**src/rtl/hiscore_pkg.sv**
```systemverilog
// Shared definitions for the high-score RAM arbiter: FSM state encoding,
// default bus widths and the settle-counter sizing.
package hiscore_pkg;

    localparam int DEF_ADDR_W = 10;
    localparam int DEF_DATA_W = 8;

    // Largest supported SETTLE value; the settle counter is sized for it.
    localparam int SETTLE_MAX = 15;
    localparam int CNT_W      = $clog2(SETTLE_MAX + 1);

    typedef enum logic [2:0] {
        ST_IDLE   = 3'd0,
        ST_SETTLE = 3'd1,
        ST_ACCESS = 3'd2,
        ST_RDWAIT = 3'd3,
        ST_DONE   = 3'd4
    } hs_state_t;

    // States in which the arbiter, not the CPU, drives the RAM port.
    function automatic logic owns_bus(input hs_state_t s);
        return (s == ST_SETTLE) || (s == ST_ACCESS) || (s == ST_RDWAIT);
    endfunction

endpackage

```
**src/rtl/hiscore_port_mux.sv**
```systemverilog
// Combinational RAM port select between the CPU and the high-score arbiter.
module hiscore_port_mux #(
    parameter int ADDR_W = 10,
    parameter int DATA_W = 8
) (
    input  logic              sel_arb,
    input  logic [ADDR_W-1:0] cpu_addr,
    input  logic [DATA_W-1:0] cpu_wdata,
    input  logic              cpu_we,
    input  logic [ADDR_W-1:0] arb_addr,
    input  logic [DATA_W-1:0] arb_wdata,
    input  logic              arb_we,
    output logic [ADDR_W-1:0] ram_addr,
    output logic [DATA_W-1:0] ram_wdata,
    output logic              ram_we
);

    // While the arbiter owns the port the CPU's write strobe is dropped entirely.
    always_comb begin
        ram_addr  = sel_arb ? arb_addr  : cpu_addr;
        ram_wdata = sel_arb ? arb_wdata : cpu_wdata;
        ram_we    = sel_arb ? arb_we    : cpu_we;
    end

endmodule

```
**src/rtl/hiscore_ram_arb.sv**
```systemverilog
// Arbiter between the game CPU and the high-score engine for the single-port
// work RAM. Pauses the CPU, waits SETTLE cycles, performs one word access and
// acknowledges it. Optional macro HS_BURST_EN: a request pending in DONE goes
// straight to ACCESS with the CPU kept paused.
module hiscore_ram_arb
    import hiscore_pkg::*;
#(
    parameter int ADDR_W = DEF_ADDR_W,
    parameter int DATA_W = DEF_DATA_W,
    parameter int SETTLE = 2
) (
    input  logic              clk,
    input  logic              reset,
    input  logic [ADDR_W-1:0] cpu_addr,
    input  logic [DATA_W-1:0] cpu_wdata,
    input  logic              cpu_we,
    output logic              cpu_pause,
    input  logic              hs_req,
    input  logic              hs_we,
    input  logic [ADDR_W-1:0] hs_addr,
    input  logic [DATA_W-1:0] hs_wdata,
    output logic              hs_ack,
    output logic [DATA_W-1:0] hs_rdata,
    output logic [ADDR_W-1:0] ram_addr,
    output logic [DATA_W-1:0] ram_wdata,
    output logic              ram_we,
    input  logic [DATA_W-1:0] ram_rdata,
    output logic              conflict
);

    localparam logic [CNT_W-1:0] SETTLE_LOAD = CNT_W'(SETTLE - 1);

    hs_state_t         state_q, state_d;
    logic [CNT_W-1:0]  cnt_q, cnt_d;
    logic              pause_q, pause_d;
    logic [ADDR_W-1:0] addr_q, addr_d;
    logic [DATA_W-1:0] wdata_q, wdata_d;
    logic              we_q, we_d;
    logic [DATA_W-1:0] rdata_q, rdata_d;
    logic              conflict_q, conflict_d;

    logic              sel_arb;
    logic              arb_we;

    // Next-state logic: request capture, settle countdown, access sequencing.
    always_comb begin
        state_d    = state_q;
        cnt_d      = cnt_q;
        pause_d    = pause_q;
        addr_d     = addr_q;
        wdata_d    = wdata_q;
        we_d       = we_q;
        rdata_d    = rdata_q;
        conflict_d = conflict_q | (cpu_we & owns_bus(state_q));

        case (state_q)
            ST_IDLE: begin
                if (hs_req) begin
                    addr_d  = hs_addr;
                    wdata_d = hs_wdata;
                    we_d    = hs_we;
                    pause_d = 1'b1;
                    cnt_d   = SETTLE_LOAD;
                    state_d = ST_SETTLE;
                end
            end
            ST_SETTLE: begin
                if (cnt_q == '0) begin
                    state_d = ST_ACCESS;
                end else begin
                    cnt_d = cnt_q - CNT_W'(1);
                end
            end
            ST_ACCESS: begin
                state_d = we_q ? ST_DONE : ST_RDWAIT;
            end
            ST_RDWAIT: begin
                rdata_d = ram_rdata;
                state_d = ST_DONE;
            end
            ST_DONE: begin
`ifdef HS_BURST_EN
                // Back-to-back request: keep the CPU halted and skip settling.
                if (hs_req) begin
                    addr_d  = hs_addr;
                    wdata_d = hs_wdata;
                    we_d    = hs_we;
                    state_d = ST_ACCESS;
                end else begin
                    pause_d = 1'b0;
                    state_d = ST_IDLE;
                end
`else
                pause_d = 1'b0;
                state_d = ST_IDLE;
`endif
            end
            default: begin
                pause_d = 1'b0;
                state_d = ST_IDLE;
            end
        endcase
    end

    // State and datapath registers; reset abandons any access in flight.
    always_ff @(posedge clk or posedge reset) begin
        if (reset) begin
            state_q    <= ST_IDLE;
            cnt_q      <= '0;
            pause_q    <= 1'b0;
            addr_q     <= '0;
            wdata_q    <= '0;
            we_q       <= 1'b0;
            rdata_q    <= '0;
            conflict_q <= 1'b0;
        end else begin
            state_q    <= state_d;
            cnt_q      <= cnt_d;
            pause_q    <= pause_d;
            addr_q     <= addr_d;
            wdata_q    <= wdata_d;
            we_q       <= we_d;
            rdata_q    <= rdata_d;
            conflict_q <= conflict_d;
        end
    end

    // Output decode: the write strobe exists only in ACCESS of a write.
    always_comb begin
        sel_arb   = owns_bus(state_q);
        arb_we    = (state_q == ST_ACCESS) && we_q;
        hs_ack    = (state_q == ST_DONE);
        hs_rdata  = rdata_q;
        cpu_pause = pause_q;
        conflict  = conflict_q;
    end

    hiscore_port_mux #(
        .ADDR_W (ADDR_W),
        .DATA_W (DATA_W)
    ) u_port_mux (
        .sel_arb   (sel_arb),
        .cpu_addr  (cpu_addr),
        .cpu_wdata (cpu_wdata),
        .cpu_we    (cpu_we),
        .arb_addr  (addr_q),
        .arb_wdata (wdata_q),
        .arb_we    (arb_we),
        .ram_addr  (ram_addr),
        .ram_wdata (ram_wdata),
        .ram_we    (ram_we)
    );

endmodule

```
**config.mk**
```make
export PLATFORM = sky130hd
export DESIGN_NAME = hiscore_ram_arb
export DESIGN_NICKNAME = d
export VERILOG_FILES = /design/src/rtl/hiscore_pkg.sv /design/src/rtl/hiscore_port_mux.sv /design/src/rtl/hiscore_ram_arb.sv
export SDC_FILE = /design/constraint.sdc
export NUM_CORES = 1
export LEC_CHECK = 0
export ABC_AREA = 1
export ABC_CLOCK_PERIOD_IN_PS = 2100
export CAP_MARGIN = 20
export CORE_UTILIZATION = 42
export DETAILED_ROUTE_END_ITERATION = 7
export GPL_ROUTABILITY_DRIVEN = 0
export PLACE_DENSITY = 0.84
export SYNTH_ARGS = -nofsm -noshare
export SYNTH_HDL_FRONTEND = slang
export SYNTH_HIERARCHICAL = 1
export SYNTH_SLANG_ARGS = --single-unit
```
**constraint.sdc**
```tcl
create_clock -name clk -period 2.1 [get_ports clk]
set_input_delay 0.63 -clock clk [delete_from_list [all_inputs] [get_ports clk]]
set_output_delay 0.63 -clock clk [all_outputs]
set_load 0.01 [all_outputs]
```
==> results of run 1 <==
power by group through the flow:
stage | clock network [uW] | logic (uW) | registers [uW]
6_report | 495 | 2270 | 1190
3_3_place_gp | 0 | 2410 | 1170
3_5_place_dp | 0 | 2460 | 1190
2_1_floorplan | 0 | 1330 | 1220
5_1_grt | 537 | 2540 | 1230
4_1_cts | 511 | 2400 | 1190
flip-flops by register name, indices dropped and copies added, names as in the netlist:
name and count:
wdata_q 8, addr_q 10, cnt_q 4, hs_rdata 8, state_q 3, conflict 1
cpu_pause 1, we_q 1
area by class of cell:
class | count | area share
clock buffers | 6 | 0.03054
clock inverters | 2 | 0.003702
inverters | 17 | 0.02360
multi-input cells | 170 | 0.2814
flip-flops and latches | 36 | 0.3332
well taps | 50 | 0.02314
repair buffers | 94 | 0.3045
worst min path at each step:
stage | start | endpoint
2_1_floorplan | wdata_q[6] | wdata_q[6]
3_3_place_gp | conflict | conflict
3_5_place_dp | conflict | conflict
4_1_cts | conflict | conflict
5_1_grt | conflict | conflict
6_report | conflict | conflict
layout by cell type (no fill, tap or decap), types with 4 or more instances in the layout:
master and n:
buf_2 4, buf_4 13, clkbuf_2 17, clkbuf_8 6, clkdlybuf4s50_1 58, dfrtp_1 36
inv_1 14, nand2_1 128, nand3_1 6, nor2_1 8, o21ai_1 8
routing by layer:
layer  vias up  routed length, um
met5         -                  0
met4         0                 57
met3         6                445
met2        75               2067
met1       783               1748
li1        886                  -
repair_timing:
action,in CTS,in global routing
gates resized for setup,44,23
setup endpoints to repair,20,20
endpoints found under the hold margin,0,0
buffers inserted,1,1
pin swaps,1,3
gates cloned,1,0
per-stage QoR:
step / util / cell area [sq um] / power [uW] / TNS (ns)
3_3_place_gp: 0.6568 / 2684 / 3585 / -4.372
6_report: 0.6617 / 2704 / 3961 / 0
3_5_place_dp: 0.6568 / 2684 / 3654 / -4.551
4_1_cts: 0.6846 / 2798 / 4103 / 0
2_1_floorplan: - / 1813 / 2556 / 0
5_1_grt: 0.6617 / 2704 / 4303 / 0
logic make-up (layout without fill, tap and decap cells):
logic type                 after synthesis  after routing  share of synthesized area
AOI/OAI and AO/OA                       13             13                    0.03934
xor gates and xnor gates                 1              1                   0.004832
and+or+nand+nor                        155            155                     0.3644
buffers and inverters                   25            119                    0.08765
DFF                                     36             36                     0.4969
adders and majority gates                1              1                   0.006900
==> impl_metrics.csv, run 1 <==
group,metric,value,unit
critical_path,critPathMaxFanout,2,
critical_path,reg2reg_slack,0.52,ns
sta,setup_viol,0,
critical_path,critPathBufInv,2,
global_routing,top_usage_layer,"met2",
sta,max-slew-margin-rel,0.7032,
critical_path,rr_endpoint,"we_q",
routing,vias_per_cell,4.667,
routing,drc,0,
hold_path,min_path_type,"reg2reg",
yosys,syn_inst,231,
sta,fin_ws,0.1119,ns
floorplanning,start_util,0.4437,
global_routing,grt_max_degree,37,
sta,rsz0062_at_grt,"false",
yosys,yosys.area.top_type,"dfrtp_1",
finish,synthToLayoutAreaGrowth,49.14,%
yosys,synth_common_cells,"128 x nand2_1, 36 x dfrtp_1, 14 x inv_1",
routing,vias,1750,
yosys,avgSynthCellArea,7.848,sq um
power,combPwrFrac,0.574,
critical_path,crit_family,"flip-flops",
critical_path,max_stage_delay,0.41,ns
routing,ant_nets,0,
finish,multi_input_comb_area,760.7,sq um
sta,fin_crit_sh,0.9467,
critical_path,critical_path_arrival,1.36,ns
sta,hold_viol_final,0,
critical_path,critPathKind,"reg2out",
cts,clk_path_buf_depth,2,
yosys,dominantRegCellSynth,"dfrtp_1",
critical_path,slowest_stage,"dfrtp_1",
sta,maxSlewViolCount,0,
yosys,synth_area_leaders,"dfrtp_1 50%, nand2_1 27%, buf_6 3.7%",
yosys,async_flop_share,1.000,
cts,cts_root_buf,"clkbuf_8",
global_routing,grt_pass1_wl,6.837,mm
global_routing,globalRouteMet2Util,0.3601,
yosys,ys_warn_count,6,
critical_path,cpMostUsedCell,"nand2_1",
finish,fin_nets,374,
cts,clock-sinks,36,
cts,clk-insertion-delay-late,0.29,ns
floorplanning,fp-row-count,23,
sta,min_period,1.988,ns
sta,worst_pin_slew,0.4451,ns
power,switching_share,0.4165,
critical_path,required,1.47,ns
floorplanning,fp.dieH,67.70,um
floorplanning,die-area,0.004583,sq mm
finish,diodes,0,
global_routing,grt_pass1_vias,1644,
yosys,ys_ff_latch,36,
routing,dr.pass1.iters,4,
finish,nFillCells,368,
place,hpwlAfterDp,3.140,mm
floorplanning,core-area,0.004086,sq mm
critical_path,reg2regPathDepth,8,
yosys,synth.distinct_cells,22,
cts,clkTransAtPathRegs,0.07,ns
cts,holdBufCountCts,0,
critical_path,cp-end-kind,"output pin",
cts,h-tree-depth,2,
yosys,syn_nets,281,
global_routing,grtUsageMet3,0.07601,
yosys,yosysMostFrequentCell,"nand2_1",
power,power.static_leakage,0.001438,uW
power,p_clk_frac,0.125,
routing,drt_iter0_drc,50,
yosys,ys_seq_area_frac,0.4969,
critical_path,startpoint_type,"flop",
sta,max_freq,0.5030,GHz
power,power.share.sequential,0.301,
power,powerDensity,1465,mW/mm^2
hold_path,hold_depth,1,
sta,skew,0.009005,ns
finish,drive_gt1_frac,0.1754,
power,netSwitchingPower,1650,uW
yosys,yosysTopAreaCellShare,0.4969,
global_routing,antenna_found_initial,0,
floorplanning,fp.dieW,67.70,um
power,p_int,2311,uW
place,numPlacedInstances,364,
finish,regArea,900.9,sq um
cts,cts_tree,"yes",
routing,avgRoutedWirePerCell,11.51,um
critical_path,worst-path-stages,6,
finish,fin_cells,375,
yosys,synth_edf_count,0,
floorplanning,ios,79,
power,vdd_drop_max,0.7926,mV
place,port_buffers,78,
yosys,synthesis.area,0.001813,sq mm
global_routing,grt_usage,0.2027,
critical_path,crit_start,"state_q[0]",
cts,cts_buffers,5,
critical_path,worst_r2r_startpoint,"state_q[0]",
global_routing,grt_overflow,0,
global_routing,grtUsageMet1,0.2201,
place,dp_slack,-0.2841,ns
sta,hold_ws,0.4622,ns
routing,wl,4.318,mm
status,status,"completed",
critical_path,crit_chain,"buf_4 -> nand3b_1 -> nor2_1 -> nand2_1 -> nand2_1 -> buf_2",
job,max_cap_viol_count,0,
critical_path,critical_path.endpoint,"ram_we",
No activity file was read; power rests on OpenSTA's default activity.
==> inputs of run 2 (changes only) <==
Settings changed: ABC_CLOCK_PERIOD_IN_PS 2100 to 2500, CORE_UTILIZATION 42 to 45, PLACE_DENSITY 0.84 to 0.89.
Clock period 2.1 ns to 2.5 ns, I/O delays scaled along.
==> impl_metrics.csv, run 2 (synthesized netlist as in run 1, its figures left out) <==
group,metric,value,unit
global_routing,grt_usage,0.2370,
sta,min_period,2.387,ns
critical_path,max_stage_delay,0.49,ns
power,power,3209,uW
critical_path,crit_family,"buffers and inverters",
routing,drt_iter0_drc,56,
critical_path,cpMostUsedCell,"nand2_1",
hold_path,hold_depth,2,
global_routing,grt_pass1_wl,7.541,mm
floorplanning,core-area,0.003771,sq mm
critical_path,critPathKind,"in2out",
finish,drive_gt1_frac,0.08544,
power,vdd_drop_max,0.6536,mV
cts,h-tree-depth,2,
hold_path,min_path_type,"reg2reg",
cts,holdBufCountCts,0,
critical_path,startpoint_type,"input pin",
floorplanning,fp.dieH,65.48,um
cts,clock-sinks,36,
global_routing,grt_max_degree,37,
critical_path,rr_endpoint,"state_q[0]",
critical_path,critical_path.endpoint,"ram_addr[4]",
floorplanning,fp.dieW,65.48,um
power,power.static_leakage,0.001411,uW
sta,hold_viol_final,0,
critical_path,worst_r2r_startpoint,"cnt_q[0]",
routing,ant_nets,0,
cts,post-cts-setup-buffer-count,0,
job,max_cap_viol_count,0,
sta,skew,0.004667,ns
critical_path,critical_path_arrival,1.64,ns
routing,wl,4.393,mm
sta,max-slew-margin-rel,0.7041,
routing,drc,0,
routing,avgRoutedWirePerCell,12.07,um
floorplanning,ios,79,
finish,final_cell_mix,"128 x nand2_1, 59 x clkdlybuf4s50_1, 36 x dfrtp_1",
floorplanning,fp-row-count,22,
place,dpl-instance-area,0.002611,sq mm
floorplanning,start_util,0.4808,
routing,vias_per_cell,4.739,
critical_path,critPathMaxFanout,1,
finish,regMostFlops,"addr_q",
cts,clk-insertion-delay-late,0.29,ns
finish,design_area,0.002686,sq mm
place,hpwlAfterDp,3.287,mm
finish,fin_nets,365,
critical_path,worst-path-stages,4,
cts,cts_resized,21,
sta,maxSlewViolCount,0,
finish,synthToLayoutAreaGrowth,48.17,%
critical_path,required,1.75,ns
critical_path,critPathBufInv,2,
sta,rsz0062_at_grt,"false",
sta,worst_pin_slew,0.4439,ns
critical_path,crit_start,"cpu_addr[4]",
global_routing,grt_overflow,0,
cts,clkTransAtPathRegs,0.07,ns
critical_path,reg2reg_slack,1.16,ns
cts,cts_root_buf,"clkbuf_8",
status,status,"completed",
floorplanning,die-area,0.004287,sq mm
critical_path,reg2regPathDepth,6,
critical_path,crit_chain,"clkdlybuf4s50_1 -> nand2_1 -> nand2_1 -> dlygate4sd2_1",
routing,vias,1725,
global_routing,antenna_found_initial,0,
cts,cts_tree,"yes",
sta,max_freq,0.4190,GHz
place,port_buffers,78,
power,powerDensity,1195,mW/mm^2
finish,mostFrequentLayoutCell,"nand2_1",
sta,fin_crit_sh,0.9547,
routing,dr.pass1.iters,4,
cts,clk_path_buf_depth,2,
cts,cts_buffers,5,
finish,diodes,0,
global_routing,grt_pass1_vias,1725,
finish,finalCoreUtilization,0.7123,
sta,setup_viol,0,
critical_path,cp-end-kind,"output pin",
sta,fin_tns_setup,0,ns
critical_path,slowest_stage,"clkdlybuf4s50_1",
finish,largest_reg_flops,10,
==> run 2: worst reg2reg max path, delay by kind of cell, from the launching register on <==
kind	cells	cell delay [ns]
adders and majority gates	1	0.20
buffers and inverters	1	0.12
DFF	1	0.38
and+or+nand+nor	4	0.54
==> run 2: worst min-delay path by stage <==
stage               start         end
2_1_floorplan  wdata_q[6]  wdata_q[6]
3_3_place_gp   wdata_q[2]  wdata_q[2]
3_5_place_dp    addr_q[8]   addr_q[8]
4_1_cts         addr_q[8]   addr_q[8]
5_1_grt        wdata_q[2]  wdata_q[2]
6_report        addr_q[8]   addr_q[8]
==> run 2: metrics by stage <==
| step | hold WS [ns] | instances | setup slack, ns |
|---|---|---|---|
| 2_1_floorplan | 0.4487 | 231 | 0.5403 |
| 3_3_place_gp | 0.4624 | 356 | -0.1177 |
| 3_5_place_dp | 0.4658 | 356 | -0.1512 |
| 4_1_cts | 0.4848 | 364 | 0.1153 |
| 5_1_grt | 0.4924 | 364 | 0.07445 |
| 6_report | 0.4812 | 364 | 0.1133 |
==> run 2: where the power goes <==
part	internal (uW)	switching [uW]	leakage (uW)
clock	224	203	0.0000445
combinational	787	1000	0.000923
sequential	845	150	0.000443
total	1860	1350	0.00141
==> run 2: area by class of cell <==
type	instances	area (sq um)
clock inverters	1	7.507
well taps	48	60.06
clock buffers	7	86.33
repair buffers	85	809.5
fillers	303	1085
multi-input cells	170	755.7
inverters	17	66.31
flip-flops and latches	36	900.9
==> run 2: layer usage <==
metal / up-vias / routed length [um] / global-route usage
met2: 70 / 2137 / 0.4008
met4: 0 / 96 / 0.09239
li1: 864 / - / -
met3: 12 / 348 / 0.09028
met1: 779 / 1811 / 0.2685
met5: - / 0 / 0
